--- src/rtl/noc_pkg.sv ---
// Shared router encodings: port numbering and index types used across the pipeline.
// Pure declarations, no logic.
package noc_pkg;

   typedef logic [2:0] port_sel_t;

   localparam port_sel_t PORT_LOCAL = 3'd0;
   localparam port_sel_t PORT_N     = 3'd1;
   localparam port_sel_t PORT_E     = 3'd2;
   localparam port_sel_t PORT_S     = 3'd3;
   localparam port_sel_t PORT_W     = 3'd4;

   localparam int VC_IDX_W = 2;
   typedef logic [VC_IDX_W-1:0] vc_idx_t;

endpackage

--- src/rtl/rr_arbiter.sv ---
// Combinational round-robin arbiter: lowest distance from ptr (wrapping) wins.
// Zero latency; gnt is one-hot or all zero, idx is 0 when nothing is granted.
module rr_arbiter #(
   parameter int N = 5
) (
   input  logic [N-1:0]         req,
   input  logic [$clog2(N)-1:0] ptr,
   output logic [N-1:0]         gnt,
   output logic [$clog2(N)-1:0] idx
);

   localparam int IW = $clog2(N);

   // Walk from farthest to nearest so the closest requester to ptr is written last.
   always_comb begin
      int c;
      gnt = '0;
      idx = '0;
      c   = 0;
      for (int k = N - 1; k >= 0; k--) begin
         c = (int'(ptr) + k) % N;
         if (req[c]) begin
            gnt    = '0;
            gnt[c] = 1'b1;
            idx    = IW'(c);
         end
      end
   end

endmodule

--- src/rtl/sw_alloc.sv ---
// Switch allocator: per-output round-robin over credit-eligible inputs, registered grants/xbar selects.
// Latency 1 cycle; backpressure is credit-based per output VC (no credit -> input not eligible).
module sw_alloc
   import noc_pkg::*;
#(
   parameter int PORT_NUM  = 5,
   parameter int VC_NUM    = 4,
   parameter int BUF_DEPTH = 4
) (
   input  logic                                    clk,
   input  logic                                    rst,
   input  logic [PORT_NUM-1:0]                     sa_req,
   input  logic [PORT_NUM-1:0][2:0]                sa_out_port,
   input  logic [PORT_NUM-1:0][$clog2(VC_NUM)-1:0] sa_out_vc,
   input  logic [PORT_NUM-1:0]                     credit_in_valid,
   input  logic [PORT_NUM-1:0][$clog2(VC_NUM)-1:0] credit_in_vc,
   output logic [PORT_NUM-1:0]                     sa_grant,
   output logic [PORT_NUM-1:0]                     xbar_valid,
   output logic [PORT_NUM-1:0][2:0]                xbar_sel,
   output logic [PORT_NUM-1:0][VC_NUM-1:0]         credit_avail
);

   localparam int VW = $clog2(VC_NUM);
   localparam int CW = $clog2(BUF_DEPTH + 1);
   localparam int PW = $clog2(PORT_NUM);

   logic [PORT_NUM-1:0][PW-1:0]           ptr;
   logic [PORT_NUM-1:0][VC_NUM-1:0][CW-1:0] credit;
   logic [PORT_NUM-1:0][VC_NUM-1:0][CW-1:0] credit_d;
   logic [PORT_NUM-1:0][VC_NUM-1:0]         dec;
   logic [PORT_NUM-1:0][VC_NUM-1:0]         inc;
   logic [PORT_NUM-1:0][PORT_NUM-1:0]       arb_req;
   logic [PORT_NUM-1:0][PORT_NUM-1:0]       arb_gnt;
   logic [PORT_NUM-1:0][PW-1:0]             arb_idx;
   logic [PORT_NUM-1:0]                     win_vld;
   logic [PORT_NUM-1:0][VW-1:0]             win_vc;
   logic [PORT_NUM-1:0]                     grant_d;
   logic                                    ovf;

   // Out-of-range target ports match no output, so they are dropped here.
   always_comb begin
      arb_req = '0;
      for (int o = 0; o < PORT_NUM; o++) begin
         for (int i = 0; i < PORT_NUM; i++) begin
            if (sa_req[i] && (sa_out_port[i] == 3'(o)) && (credit[o][sa_out_vc[i]] != '0)) begin
               arb_req[o][i] = 1'b1;
            end
         end
      end
   end

   for (genvar o = 0; o < PORT_NUM; o++) begin : g_arb
      rr_arbiter #(.N(PORT_NUM)) u_arb (
         .req (arb_req[o]),
         .ptr (ptr[o]),
         .gnt (arb_gnt[o]),
         .idx (arb_idx[o])
      );
      assign win_vld[o] = |arb_gnt[o];
      assign win_vc[o]  = sa_out_vc[arb_idx[o]];
   end

   always_comb begin
      grant_d = '0;
      for (int o = 0; o < PORT_NUM; o++) begin
         grant_d = grant_d | arb_gnt[o];
      end
   end

   always_comb begin
      dec = '0;
      inc = '0;
      for (int o = 0; o < PORT_NUM; o++) begin
         for (int v = 0; v < VC_NUM; v++) begin
            dec[o][v] = win_vld[o] && (win_vc[o] == VW'(v));
            inc[o][v] = credit_in_valid[o] && (credit_in_vc[o] == VW'(v));
         end
      end
   end

   // Simultaneous grant and return cancel; a return into a full counter is held.
   always_comb begin
      credit_d = credit;
      ovf      = 1'b0;
      for (int o = 0; o < PORT_NUM; o++) begin
         for (int v = 0; v < VC_NUM; v++) begin
            if (dec[o][v] && !inc[o][v]) begin
               credit_d[o][v] = credit[o][v] - CW'(1);
            end else if (inc[o][v] && !dec[o][v]) begin
               if (credit[o][v] == CW'(BUF_DEPTH)) begin
                  ovf = 1'b1;
               end else begin
                  credit_d[o][v] = credit[o][v] + CW'(1);
               end
            end
         end
      end
   end

   always_ff @(posedge clk or posedge rst) begin
      if (rst) begin
         sa_grant   <= '0;
         xbar_valid <= '0;
         xbar_sel   <= '0;
         ptr        <= '0;
         for (int o = 0; o < PORT_NUM; o++) begin
            for (int v = 0; v < VC_NUM; v++) begin
               credit[o][v] <= CW'(BUF_DEPTH);
            end
         end
      end else begin
         sa_grant   <= grant_d;
         xbar_valid <= win_vld;
         credit     <= credit_d;
         for (int o = 0; o < PORT_NUM; o++) begin
            xbar_sel[o] <= port_sel_t'(arb_idx[o]);
            if (win_vld[o]) begin
               ptr[o] <= (arb_idx[o] == PW'(PORT_NUM - 1)) ? '0 : arb_idx[o] + PW'(1);
            end
         end
      end
   end

   always_comb begin
      credit_avail = '0;
      for (int o = 0; o < PORT_NUM; o++) begin
         for (int v = 0; v < VC_NUM; v++) begin
            credit_avail[o][v] = (credit[o][v] != '0);
         end
      end
   end

   // Downstream returned more credits than it has buffer slots.
   assert property (@(posedge clk) disable iff (rst) !ovf);

endmodule

--- config.mk ---
export PLATFORM = sky130hd
export DESIGN_NAME = sw_alloc
export DESIGN_NICKNAME = d
export VERILOG_FILES = /design/src/rtl/noc_pkg.sv /design/src/rtl/rr_arbiter.sv /design/src/rtl/sw_alloc.sv
export SDC_FILE = /design/constraint.sdc
export NUM_CORES = 1
export LEC_CHECK = 0
export ABC_AREA = 1
export BUFFER_PORTS_ARGS = -buffer_cell sky130_fd_sc_hd__buf_4
export CAP_MARGIN = 5
export CORE_ASPECT_RATIO = 1.1
export CORE_MARGIN = 2
export CORE_UTILIZATION = 30
export CTS_CLUSTER_SIZE = 28
export DETAILED_ROUTE_END_ITERATION = 16
export PLACE_DENSITY_LB_ADDON = 0.3
export SKIP_CTS_REPAIR_TIMING = 1
export SYNTH_ARGS = -nofsm -noshare
export SYNTH_HDL_FRONTEND = slang
export SYNTH_SLANG_ARGS = --single-unit
--- constraint.sdc ---
create_clock -name clk -period 13.8 [get_ports clk]
set_clock_uncertainty 0.05 [all_clocks]
set_input_delay 4.14 -clock clk [delete_from_list [all_inputs] [get_ports clk]]
set_output_delay 4.14 -clock clk [all_outputs]
set_load 0.05 [all_outputs]
==> run_results.csv <==
group,metric,value,unit
clock_tree,cts_sinks,100,
worst_setup_path,critPathArrivalTime,8.55,ns
detailed_routing,post-route-drc-count,0,
final_layout,fin_nets,3247,
detailed_routing,wl_met2,24200,µm
yosys,synth.distinct_cells,51,
timing,finalSetupViolCount,0,
timing,slew_viol_final,0,
detailed_routing,drt-initial-drc-count,1155,
final_layout,final.fill_count,6508,
final_layout,seq_area,2530,µm²
final_layout,area_growth,10.2,%
clock_tree,cts_made_buffers,9,
die,die_x,235,µm
detailed_routing,top_layer,"met5",
worst_setup_path,critPathLaunchType,"input port",
timing,slew_headroom,43.9,%
clock_tree,clk_latency,0.39,ns
timing,tightestPinTransition,0.842,ns
worst_setup_path,crit_type,"input port to flip-flop",
die,floorplan.initialDensity,30.5,%
yosys,yosysSeqAreaShare,14.4,%
global_route,antenna_found_initial,8,
final_layout,layout_commonest_cell,"nand2_1",
yosys,yosys_register_bits,100,
detailed_routing,ant_nets,0,
detailed_routing,vias_per_cell,4.90,
final_layout,final_cell_mix,"nand2_1, inv_1, nand3_1",
global_route,track_usage,17.8,%
worst_setup_path,reg2reg_from,"ptr[12]",
timing,worst_slack,5.51,ns
clock_tree,clock_path_buffers,2,
timing,max_freq,121,MHz
timing,hold_violations,0,
yosys,netlist_area,17500,µm²
clock_tree,cts_tree,"yes",
detailed_routing,routed-via-count,18400,
detailed_routing,dr.pass1.iters,5,
min_path,whs_endpoint,"credit[27]",
min_path,hold_path.class,"flip-flop to flip-flop",
clock_tree,cts_root_buf,"clkbuf_16",
yosys,synth_nets,3176,
timing,period_minus_slack,8.29,ns
timing,period_share,60.1,%
detailed_routing,routed_wl,54300,µm
final_layout,final_util,33.6,%
worst_setup_path,cp_max_fo,14,
clock_tree,path_clk_slew,0.07,ns
worst_setup_path,r2r_slack,7.23,ns
min_path,min_from,"credit[27]",
global_route,first_global_vias,16900,
worst_setup_path,r2r_cells,30,
place,dp.final_hpwl,44100,µm
worst_setup_path,cp.required,14.06,ns
run,cap_violations,0,
detailed_routing,wl_per_cell,14.5,µm
die,rows,92,
final_layout,drive_above_1_share,11.7,%
timing,tns,0,ns
yosys,postSynthCellCount,2923,
yosys,synth.avg_cell_area,6.00,µm²
worst_setup_path,r2r_end,"credit[53]",
place,dp_slack,5.18,ns
global_route,grt_pass1_wl,87100,µm
detailed_routing,routedLengthMet1,25500,µm
die,core,57600,µm²
die,die_y,258,µm
die,ios,92,
yosys,ys_warn_count,0,
place,gp_congestion,0.913,
global_route,grt_max_degree,55,
worst_setup_path,cp-end-kind,"flip-flop",
timing,hold_ws,0.441,ns
clock_tree,htreeDepth,3,
global_route,grt-ovfl-total,0,
place,port_buffers,91,
final_layout,multi_input_area,13100,µm²
timing,rsz0062_at_grt,"false",
die,design.die.area,60400,µm²
detailed_routing,wl_met3,2810,µm
min_path,holdPathStages,1,
outcome,status,"finished, final reports clean",
## Yosys cell counts, drive strengths merged
| cell type | number | share of area [%] |
|---|---|---|
| clkinv | 6 | 0.13 |
| o22ai | 3 | 0.11 |
| nor4 | 3 | 0.11 |
| o211ai | 17 | 0.73 |
| nand3 | 391 | 12 |
| fa | 22 | 2.5 |
| a32oi | 1 | 0.050 |
| inv | 450 | 9.6 |
| ha | 184 | 13 |
| nand3b | 9 | 0.39 |
| or2 | 30 | 1.1 |
| xor2 | 72 | 3.9 |
| nor3b | 1 | 0.043 |
| nor3 | 28 | 0.80 |
| nand2 | 906 | 21 |
| clkbuf | 17 | 0.36 |
| nor2 | 300 | 6.8 |
| o31ai | 6 | 0.29 |
| xnor2 | 8 | 0.53 |
| dfstp | 20 | 3.0 |
| buf | 18 | 0.68 |
| a22oi | 4 | 0.17 |
| o21ai | 169 | 5.2 |
| dfrtp | 80 | 11 |
| and3 | 2 | 0.071 |
| a31oi | 31 | 1.1 |
| a211oi | 1 | 0.043 |
| nand4 | 47 | 1.7 |
| o21bai | 3 | 0.15 |
| a21oi | 90 | 3.2 |
| o21a | 2 | 0.086 |
| and2 | 2 | 0.071 |
## stage by stage
step / cell area [µm²] / std cells
6_report: 19300 / 3754
5_1_grt: 19300 / 3754
4_1_cts: 19300 / 3751
3_5_place_dp: 19000 / 3735
3_3_place_gp: 19000 / 3735
2_1_floorplan: 17500 / 2923
## layout make-up
class,count,area share [%]
Multi-Input combinational cell,2332,67.8
Clock inverter,6,0.401
Inverter,456,8.86
Sequential cell,100,13.1
Tap cell,752,4.86
Antenna cell,3,0.0388
Clock buffer,10,1.24
Timing Repair Buffer,95,3.69
## critical path: stages
cell and delay [ns]:
buf_4 0.18, inv_1 0.33, nand2_1 0.10, nand3_1 0.09, nand2_1 0.05, a31oi_1 0.45
inv_1 0.16, o211ai_1 0.21, nand3_1 0.35, nor2_1 0.30, a21oi_1 0.07, nand2_1 0.08
nand2_2 0.10, nand2_2 0.17, inv_2 0.07, nand2_1 0.06, nand3_1 0.12, nand3_1 0.10
nand2_1 0.09, nor2_1 0.17, ha_1 0.16, inv_1 0.07, fa_1 0.38, or2_2 0.30
nand3_1 0.09, xor2_1 0.14
## cells by family (layout without fill, tap and decap cells)
logic type	after synthesis	count (layout)	synth area share [%]
AOI/OAI and AO/OA	327	327	11.1
xor gates and xnor gates	80	80	4.46
adders and majority gates	206	206	15.6
buffers and inverters	491	567	10.8
DFF	100	100	14.4
other	0	3	0
and+or+nand+nor	1719	1719	43.6
## state kept, by name, summed over array words and instances, names as in the netlist
name and count:
credit 60, ptr 15, xbar_sel 15, sa_grant 5
xbar_valid 5
## metal layers
metal / track usage (%) / vias to the layer above
met4: 6.48 / 6
met2: 28.3 / 452
met1: 24.5 / 8347
li1: - / 9509
met3: 2.57 / 85
met5: 0 / -
## how the worst max path moves through the flow
stage	startpoint	endpoint	slack, ns	cells after the start
2_1_floorplan	sa_out_vc[2]	credit[17]	6.29	27
3_3_place_gp	sa_out_vc[6]	credit[8]	5.23	26
3_5_place_dp	sa_out_vc[6]	credit[8]	5.18	26
4_1_cts	sa_out_vc[8]	credit[8]	5.60	26
5_1_grt	sa_out_vc[6]	credit[5]	5.01	26
6_report	sa_out_vc[6]	credit[8]	5.51	26
Power is left out: the tool's default activity adds up to more than one toggle a clock period on the data nets, which glitch-free logic cannot reach.
